$ cat config.mk
export PLATFORM = sky130hd
export DESIGN_NAME = bin_bcd_ctrl
export DESIGN_NICKNAME = d
export VERILOG_FILES = /design/src/rtl/bin_bcd_ctrl.sv
export SDC_FILE = /design/constraint.sdc
export NUM_CORES = 1
export LEC_CHECK = 0
export BUFFER_PORTS_ARGS = -buffer_cell sky130_fd_sc_hd__buf_2
export CAP_MARGIN = 20
export CORE_MARGIN = 8
export CORE_UTILIZATION = 40
export CTS_CLUSTER_DIAMETER = 40
export CTS_CLUSTER_SIZE = 10
export DETAILED_ROUTE_END_ITERATION = 10
export PLACE_DENSITY = 0.64
export REMOVE_ABC_BUFFERS = 1
export SLEW_MARGIN = 20
export SYNTH_ARGS = -nofsm -noshare
export SYNTH_HDL_FRONTEND = slang
export SYNTH_SLANG_ARGS = --single-unit
$ cat constraint.sdc
create_clock -name clk -period 1.7 [get_ports clk]
set_input_delay 0.17 -clock clk [delete_from_list [all_inputs] [get_ports clk]]
set_output_delay 0.17 -clock clk [all_outputs]
set_load 0.02 [all_outputs]
$ cat src/rtl/bin_bcd_ctrl.sv
// 8-bit binary to 3-digit BCD converter (shift-add-3), 10-cycle start-to-idle, with 7-seg decode.
// Start is ignored while busy; the BCD result holds until the next conversion completes.
module bin_bcd_ctrl #(
  parameter bit BLANK_LZ = 1'b1
) (
  input  logic        clk,
  input  logic        rst,
  input  logic        start,
  input  logic [7:0]  bin,
  output logic        busy,
  output logic        done,
  output logic [11:0] bcd,
  output logic [0:6]  hex2,
  output logic [0:6]  hex1,
  output logic [0:6]  hex0
);

  typedef enum logic [1:0] {
    IDLE  = 2'd0,
    SHIFT = 2'd1,
    DONE  = 2'd2
  } state_t;

  localparam logic [0:6] SEG_BLANK = 7'b1111111;

  state_t      state;
  state_t      state_nxt;
  logic [3:0]  count;
  logic [3:0]  count_inc;
  logic [7:0]  sr;
  logic [11:0] scratch;
  logic [11:0] adj;
  logic [19:0] shifted;

  // Add-3 correction on each digit before the shift keeps every nibble within 0-9
  always_comb begin
    adj = scratch;
    for (int i = 0; i < 3; i++) begin
      if (scratch[4*i +: 4] >= 4'd5) begin
        adj[4*i +: 4] = scratch[4*i +: 4] + 4'd3;
      end
    end
  end

  assign shifted   = {adj[10:0], sr, 1'b0};
  assign count_inc = count + 4'd1;

  always_ff @(posedge clk or posedge rst) begin
    if (rst) begin
      state <= IDLE;
    end else begin
      state <= state_nxt;
    end
  end

  always_comb begin
    state_nxt = state;
    busy      = 1'b0;
    done      = 1'b0;
    case (state)
      IDLE: begin
        if (start) begin
          state_nxt = SHIFT;
        end
      end
      SHIFT: begin
        busy = 1'b1;
        if (count_inc == 4'd8) begin
          state_nxt = DONE;
        end
      end
      DONE: begin
        busy      = 1'b1;
        done      = 1'b1;
        state_nxt = IDLE;
      end
      default: begin
        state_nxt = IDLE;
      end
    endcase
  end

  always_ff @(posedge clk or posedge rst) begin
    if (rst) begin
      count   <= 4'd0;
      sr      <= 8'd0;
      scratch <= 12'd0;
      bcd     <= 12'd0;
    end else begin
      case (state)
        IDLE: begin
          if (start) begin
            sr      <= bin;
            scratch <= 12'd0;
            count   <= 4'd0;
          end
        end
        SHIFT: begin
          {scratch, sr} <= shifted;
          count         <= count_inc;
          if (count_inc == 4'd8) begin
            bcd <= shifted[19:8];
          end
        end
        default: begin
        end
      endcase
    end
  end

  function automatic logic [0:6] seg7(input logic [3:0] d);
    case (d)
      4'd0:    seg7 = 7'b0000001;
      4'd1:    seg7 = 7'b1001111;
      4'd2:    seg7 = 7'b0010010;
      4'd3:    seg7 = 7'b0000110;
      4'd4:    seg7 = 7'b1001100;
      4'd5:    seg7 = 7'b0100100;
      4'd6:    seg7 = 7'b0100000;
      4'd7:    seg7 = 7'b0001111;
      4'd8:    seg7 = 7'b0000000;
      4'd9:    seg7 = 7'b0000100;
      default: seg7 = SEG_BLANK;
    endcase
  endfunction

  // Tens is only blanked when hundreds is also zero, so 105 still shows its middle 0
  assign hex2 = (BLANK_LZ && bcd[11:8] == 4'd0) ? SEG_BLANK : seg7(bcd[11:8]);
  assign hex1 = (BLANK_LZ && bcd[11:4] == 8'd0) ? SEG_BLANK : seg7(bcd[7:4]);
  assign hex0 = seg7(bcd[3:0]);

endmodule

* Yosys cells after proc, flatten, opt, wreduce, memory -nomap -nowiden
Memories as Yosys holds them, arrays and structs flattened.
Cells that the tools add are included.
** Storage, ports and cells
- Flip-flop bits (word level) :: 38
- Bits in read-only memories :: 336
- Output and inout bits :: 35
- Word-level logic and storage cells :: 44
- Memories kept :: 3
** Operators by class
- Add/sub/neg operators :: 4
- Order comparisons :: 3
- Equality and inequality tests :: 5
- Mux-type cells :: 16
- Reductions and logical operators :: 8
** Memories
- (no name shown) :: words 16, bits a word 7, read ports 1, clocked after Yosys merged registers in 0, write ports 0, line 112 : case (d)
- (no name shown) :: words 16, bits a word 7, read ports 1, clocked after Yosys merged registers in 0, write ports 0, line 112
- (no name shown) :: words 16, bits a word 7, read ports 1, clocked after Yosys merged registers in 0, write ports 0, line 112
** Operators with widths (count)
- $pmux W12 S2 :: 1
- $pmux W8 S2 :: 1
- $mux W7 :: 2
- $ge A4 B3 Y1 const B :: 3
- $mux W12 :: 1
- $mux W4 :: 3
- $add A4 B2 Y4 const B :: 2
- $logic_not A8 Y1 :: 1
- $mux W8 :: 1
- $pmux W4 S2 :: 1
- $reduce_and A2 Y1 :: 3
- $add A4 B1 Y4 const B :: 1
- $eq A4 B4 Y1 const B :: 1
- $logic_not A4 Y1 :: 1
- $mux W2 :: 2
- $ne A2 B2 Y1 const B :: 2
- $pmux W2 S2 :: 1
- $add A3 B2 Y3 const B :: 1
- $mux W3 :: 1
- $eq A2 B1 Y1 const B :: 1
- $eq A2 B2 Y1 const B :: 1
- $logic_not A2 Y1 :: 1
- $mux W1 :: 2
- $reduce_bool A2 Y1 :: 1
- $reduce_or A2 Y1 :: 1

* Logic depth before layout (Yosys ltp)
Gate-level depths: netlist of the first run.
- Word-level depth :: 4
- Mapped depth :: 7
- Depth with buffers taken out :: 6

* Worst setup path after synthesis of the first run
No wires, ideal clock.
- Path type :: register -> output
- Start point :: reg bcd[4]
- End point :: out hex1[3] in the netlist's numbering
- Data arrival time :: 1.544 ns
- Required time :: 1.530 ns
- Setup slack :: -0.014 ns
- Stages on the path, launching flop included :: 6
- Cells stage by stage :: dfrtp_1 > inv_1 > ha_1 > nand2_1 > a21oi_1 > o21ai_0
** On the way
- Longest elaborated chain between the ends :: 2
** RTL lines
- start, declared :: line 12 : output logic [11:0] bcd,
- start signal, assigned :: line 102 : bcd <= shifted[19:8];
- $mem_v2 Z16 W7 / $logic_not A8 Y1 (equally long branches)
- $mux W7 (*) :: line 129 : assign hex1 = (BLANK_LZ && bcd[11:4] == 8'd0) ? SEG_BLANK : seg7(bcd[7:4]);
- end, declared :: line 14 : output logic [0:6] hex1,
Every way passes the cells marked *; elsewhere a longest branch is shown, timed or not.

* Worst setup path after layout of the first run
- Start point :: reg bcd[9]
- End point :: out hex2[4] in the netlist's numbering
** On the way
- Longest elaborated chain between the ends :: 2
** RTL lines
- $mem_v2 Z16 W7 / $logic_not A4 Y1 (equally long branches)
- $mux W7 (*) :: line 128 : assign hex2 = (BLANK_LZ && bcd[11:8] == 4'd0) ? SEG_BLANK : seg7(bcd[11:8]);
- end, declared :: line 13 : output logic [0:6] hex2,
Marked as above.

==> results.json, run 1 <==
{
  "status": "complete, but fails checks",
  "violations": "setup timing",
  "synthCells": 278,
  "grt_pass1_vias": 2120,
  "clock_skew_ns": 0.00255,
  "final_layout_size_suffix_gt1_frac": 0.436,
  "first_pass_iters": 4,
  "worstSetupStartpointType": "flip-flop",
  "worstSkewPairLatency_ns": 0.29,
  "cp_slowest_cell": "dfrtp_1",
  "leakagePower_nw": 1.59,
  "synthFlopType": "dfrtp_1",
  "synth_edf_count": 0,
  "syn_to_final_growth_pct": 38.3,
  "tritoncts.num_buffers": 5,
  "dieArea_mm2": 0.00909,
  "ys_async_sr_fraction": 1.00,
  "cts_buffer_depth": 2,
  "hpwlAfterDp_um": 4020,
  "crit_path_max_incr_delay_ns": 0.42,
  "multiInputGateArea_mm2": 0.00167,
  "fillers": 547,
  "start_util": 0.406,
  "regArea_um2": 955,
  "p_per_area_mw_per_mm2": 1030,
  "synth_top_area_cell": "dfrtp_1",
  "grt_first_pass_wirelength_um": 9180,
  "worst_pin_slew_ns": 0.478,
  "worstPathMaxFanout": 5,
  "wl_um": 5860,
  "relSlewSlack": 0.681,
  "grt_max_degree": 39,
  "maxCapViolCount": 0,
  "hp-class": "in -> reg",
  "fin_nets": 390,
  "route.detailed.drc": 0,
  "num_rows": 29,
  "vias": 2189,
  "hold_slack_ns": 0.140,
  "cp.arrival_ns": 1.60,
  "io_pins": 46,
  "crit_chain": "inv_4 > ha_4 > nor2_4 > a22oi_1 > nor2_1 > a31oi_1 > buf_4",
  "crit_path_end_kind": "primary output",
  "post-place-cells": 407,
  "antenna_found_initial": 0,
  "required_ns": 1.53,
  "hold_viol": 0,
  "syn_area_mm2": 0.00252,
  "dpl-instance-area_mm2": 0.00293,
  "ant_nets": 0,
  "synth.top_cell.area_share": 0.378,
  "viasPerCell": 5.09,
  "grt_setup_unrepaired": "true",
  "setup_viol": 9,
  "cts-htree-levels": 2,
  "cts-root-buf": "clkbuf_8",
  "wire_per_inst_um": 13.6,
  "tritoncts": "built",
  "ys_top_cells_by_area": "dfrtp_1 38%, ha_1 13%, a21oi_1 5.6%",
  "antenna_cells": 0,
  "ys_warn_count": 0,
  "ys_seq_area_frac": 0.378,
  "portBuffers": 45,
  "place_congestion": 0.811,
  "fin_crit_sh": 1.04,
  "synth.distinct_cells": 39,
  "max-vdd-ir-drop_uv": 1010,
  "report.final.slew_viol_count": 0,
  "stdcell_count": 430,
  "grt-ovfl-total": 0,
  "fin_area_mm2": 0.00348,
  "maxClockFrequency_ghz": 0.565,
  "synth-seq-cells": 38,
  "grt_usage": 0.123,
  "die_y_um": 95.3,
  "clkTransAtPathRegs_ns": 0.07,
  "cts_num_sinks": 38,
  "fin_crit_ns": 1.77,
  "fp.dieW_um": 95.3,
  "fin_ws_ns": -0.0689,
  "drt_iter0_markers": 65,
  "worstSetupPathType": "reg -> out",
  "synth_area_per_cell_um2": 9.06,
  "core_mm2": 0.00620
}
registers in the layout, indices dropped and copies added (netlist names):
register / cells
bcd: 12
count: 4
scratch: 12
sr: 8
state: 2
report_power, final:
part           switching (mW)  total, mW  internal, mW
logic                   0.898       1.62         0.719
clock network           0.311      0.638         0.327
registers               0.201       1.33          1.13
final timing paths:
path	start	end	slack (ns)	depth (start not counted)
setup / recovery	bcd[9]	hex2[4]	-0.07	7
hold / removal	bin[0]	sr[0]	0.14	3
setup reg to reg	state[1]	bcd[9]	0.09	6
hold reg to reg	sr[0]	sr[0]	0.48	2
max in group asynchronous	rst	bcd[10]	0.81	4
min in group asynchronous	rst	sr[4]	0.53	4
cells in the mapped netlist (3+ instances only):
master	count
a21oi_1	28
ha_1	27
nor3b_1	6
clkbuf_1	8
nor2_1	26
dfrtp_1	38
nand2_1	25
mux2_2	8
o31ai_1	4
a32o_1	3
mux2i_1	11
xnor2_1	3
o21ai_0	25
a21oi_2	3
a22o_1	4
inv_1	21
nand2b_1	8
worst max-delay path: cells and delay by family, from the launching register on:
| family | cells | cell delay, ns |
|---|---|---|
| AND/OR/NAND/NOR | 2 | 0.11 |
| AO/OA/AOI/OAI | 2 | 0.30 |
| buffers and inverters | 2 | 0.28 |
| adder cells (fa/ha/maj) | 1 | 0.19 |
| flip-flops | 1 | 0.42 |
routing by layer:
metal,GRT usage,wire length (um),vias up
li1,-,-,1101
met1,0.146,2570,1039
met2,0.216,2980,43
met3,0.0315,261,6
met4,0.0338,48,0
met5,0,0,-
through the flow:
step / utilization / total power [mW] / setup slack, ns / setup TNS (ns)
CTS: 0.511 / 3.54 / -0.0551 / -0.254
finish: 0.561 / 3.59 / -0.0689 / -0.401
floorplan: - / 2.36 / -0.530 / -8.01
global route: 0.561 / 3.91 / -0.179 / -1.76
global placement: 0.473 / 2.82 / 0.0921 / 0
detailed placement: 0.473 / 2.87 / 0.00487 / 0
logic make-up after synthesis:
kind of cell    synth area share
compound gates             0.195
xor+xnor                  0.0139
fa+ha+maj                  0.134
buf+inv                   0.0557
flops                      0.378
mux                       0.0795
simple gates               0.144
layout make-up:
cell class | instances | area share
clock buffer | 7 | 0.0248
clock inverter | 1 | 0.00144
inverter | 21 | 0.0241
multi-input combinational | 207 | 0.481
sequential | 38 | 0.274
tap | 77 | 0.0277
timing repair buffer | 79 | 0.167
layout by cell type, fill, tap and decap left out, types with 2 or more instances in the layout:
cell	count
o21ai_1	2
a21oi_2	14
buf_4	39
mux2_2	8
a32o_1	3
a31oi_1	2
dfrtp_2	3
inv_1	14
nand2_1	22
a21oi_1	16
o21ai_0	18
o21ai_2	6
o31ai_1	4
nand2_2	3
inv_2	5
ha_1	17
xnor2_1	3
a22o_1	4
buf_2	27
nand2b_4	3
nor3b_1	6
nor2_1	23
dfrtp_1	35
nor2_2	2
mux2i_1	11
inv_4	2
o22ai_1	2
ha_2	4
buf_6	11
clkbuf_8	6
ha_4	6
nand2b_1	5
repair_timing:
action | in CTS | in global routing
resized for setup | 34 | 68
hold endpoints to repair | 29 | 0
pin swaps | 7 | 22
hold buffers | 1 | 0
endpoints found under the setup margin | 17 | 41
setup buffers | 6 | 8
(Power assumes the default switching activity.)
==> run 2, diff against run 1 <==
==> constraint.sdc (replaced) <==
create_clock -name clk -period 1.7 [get_ports clk]
set_input_delay 0.425 -clock clk [delete_from_list [all_inputs] [get_ports clk]]
set_output_delay 0.425 -clock clk [all_outputs]
set_load 0.02 [all_outputs]
==> run 2 against run 1 <==
The run still ends with setup timing left. Die area did not move. Routed wire length rose by 7.9%. Clock power fell by 7.1%. Final area rose by 5.7%. Largest cell class unchanged. Highest routed layer unchanged. Non-clock buffer count rose by 16. Flip-flop and latch count did not move.
==> results.json, run 2 (synthesis gave the netlist of run 1 again) <==
{
  "dpl-instance-area_mm2": 0.00301,
  "maxClockFrequency_ghz": 0.494,
  "drt_iter0_markers": 53,
  "worst_pin_slew_ns": 0.490,
  "num_rows": 29,
  "dieArea_mm2": 0.00909,
  "fin_crit_sh": 1.19,
  "worstSetupPathType": "reg -> out",
  "syn_to_final_growth_pct": 46.1,
  "cts-root-buf": "clkbuf_8",
  "cts_num_sinks": 38,
  "violations": "setup timing",
  "multiInputGateArea_mm2": 0.00174,
  "core_mm2": 0.00620,
  "mostFrequentLayoutCell": "buf_4",
  "place_congestion": 0.810,
  "worstPathMaxFanout": 3,
  "report.final.slew_viol_count": 0,
  "grt_first_pass_wirelength_um": 10200,
  "post-place-cells": 417,
  "gr-usage-met1": 0.154,
  "fin_crit_ns": 2.02,
  "ant_nets": 0,
  "first_pass_iters": 4,
  "crit_family": "flip-flops",
  "status": "complete, but fails checks",
  "clock_skew_ns": 0.00901,
  "grt_usage": 0.138,
  "cts_hold_buffers": 0,
  "crit_chain": "buf_6 > ha_2 > a22oi_2 > nor2_1 > a31oi_1 > buf_4",
  "final_layout_size_suffix_gt1_frac": 0.484,
  "worstSetupStartpointType": "flip-flop",
  "cts-htree-levels": 2,
  "cp.arrival_ns": 1.60,
  "tns_ns": -4.89,
  "worstSkewPairLatency_ns": 0.29,
  "cp_num_buf_inv": 2,
  "fp.dieW_um": 95.3,
  "grt-ovfl-total": 0,
  "portBuffers": 45,
  "antenna_found_initial": 0,
  "grt_pass1_vias": 2315,
  "fillers": 524,
  "wl_um": 6320,
  "required_ns": 1.27,
  "use_met3": 0.0307,
  "start_util": 0.406,
  "setup_viol": 21,
  "crit_path_end_kind": "primary output",
  "relSlewSlack": 0.673,
  "clkTransAtPathRegs_ns": 0.08,
  "fin_util": 0.593,
  "viasPerCell": 5.13,
  "hp-class": "in -> async",
  "die_y_um": 95.3,
  "p_per_area_mw_per_mm2": 974,
  "route.detailed.drc": 0,
  "maxCapViolCount": 0,
  "fin_nets": 406,
  "regArea_um2": 955,
  "grt_max_degree": 39,
  "wire_per_inst_um": 14.2,
  "mostFrequentLayoutCells": "51 x buf_4, 35 x dfrtp_1, 26 x buf_2, 23 x nor2_1, 22 x nand2_1",
  "tritoncts": "built",
  "p_total_mw": 3.58,
  "hold_viol": 0,
  "crit_path_max_incr_delay_ns": 0.41,
  "io_pins": 46,
  "antenna_cells": 0,
  "leakagePower_nw": 1.67,
  "grt_setup_unrepaired": "true",
  "vias": 2282,
  "reg_top3": "bcd: 12 flops, scratch: 12 flops, sr: 8 flops",
  "cp_slowest_cell": "dfrtp_1",
  "busiest_layer": "met2",
  "fin_ws_ns": -0.324,
  "hpwlAfterDp_um": 4080,
  "grtUsageMet2": 0.250,
  "tritoncts.num_buffers": 5,
  "fin_area_mm2": 0.00368,
  "stdcell_count": 445,
  "cts_buffer_depth": 2,
  "max-vdd-ir-drop_uv": 1270
}
-- run 2: cell count changes in the layout (fill, tap and decap cells not counted), moves of 2 or more --
cell	before	now
buf_4	39	51
buf_6	11	17
ha_4	6	10
inv_1	14	10
inv_2	5	9
a21oi_1	16	14
a21oi_2	14	16
ha_1	17	15
ha_2	4	2
o21ai_0	18	16
-- run 2: layout make-up --
| type | count | share of cell area |
|---|---|---|
| clock buffer | 7 | 0.0207 |
| timing repair buffer | 95 | 0.197 |
| tap | 77 | 0.0262 |
| sequential | 38 | 0.260 |
| inverter | 21 | 0.0231 |
| multi-input combinational | 207 | 0.473 |
-- run 2: final timing paths --
| path | cells past startpoint | endpoint | start | slack, ns |
|---|---|---|---|---|
| max | 6 | hex2[4] | bcd[9] | -0.32 |
| min | 3 | sr[0] | rst | 0.23 |
| max reg2reg | 6 | bcd[1] | state[1] | 0.08 |
| min reg2reg | 2 | sr[0] | sr[0] | 0.48 |
| max in group asynchronous | 3 | bcd[10] | rst | 1.09 |
| min in group clk | 3 | sr[0] | bin[0] | 0.38 |
-- run 2: stage by stage --
stage                     hold slack (ns)  setup WS [ns]
after floorplan                     0.438         -0.530
after global placement              0.455        -0.0611
after detailed placement            0.463         -0.148
after CTS                           0.249         -0.313
after global routing                0.283         -0.443
final                               0.230         -0.324
-- run 2: worst reg2reg max path: stages (launching register included) --
cell      delay [ns]
dfrtp_1         0.41
inv_2           0.09
ha_1            0.16
inv_1           0.09
a211oi_4        0.26
buf_12          0.16
mux2_2          0.33
-- run 2: routing by layer --
metal / vias up / share of wire
met2: 54 / 0.51
met4: 0 / 0.017
met1: 1084 / 0.42
li1: 1132 / -
met5: - / 0
met3: 12 / 0.051
-- run 2: repair_timing --
item | in CTS | in global routing
buffers inserted | 10 | 10
gates resized for setup | 81 | 44
endpoints found under the setup margin | 23 | 37
cloned | 1 | 0
pin swaps | 20 | 8
-- run 2: power by group --
group | internal (mW) | switching [mW] | leakage (nW) | total [mW]
Clock | 0.283 | 0.310 | 0.0383 | 0.593
Combinational | 0.754 | 0.910 | 1.12 | 1.66
Sequential | 1.13 | 0.197 | 0.507 | 1.33
Total | 2.17 | 1.42 | 1.67 | 3.58
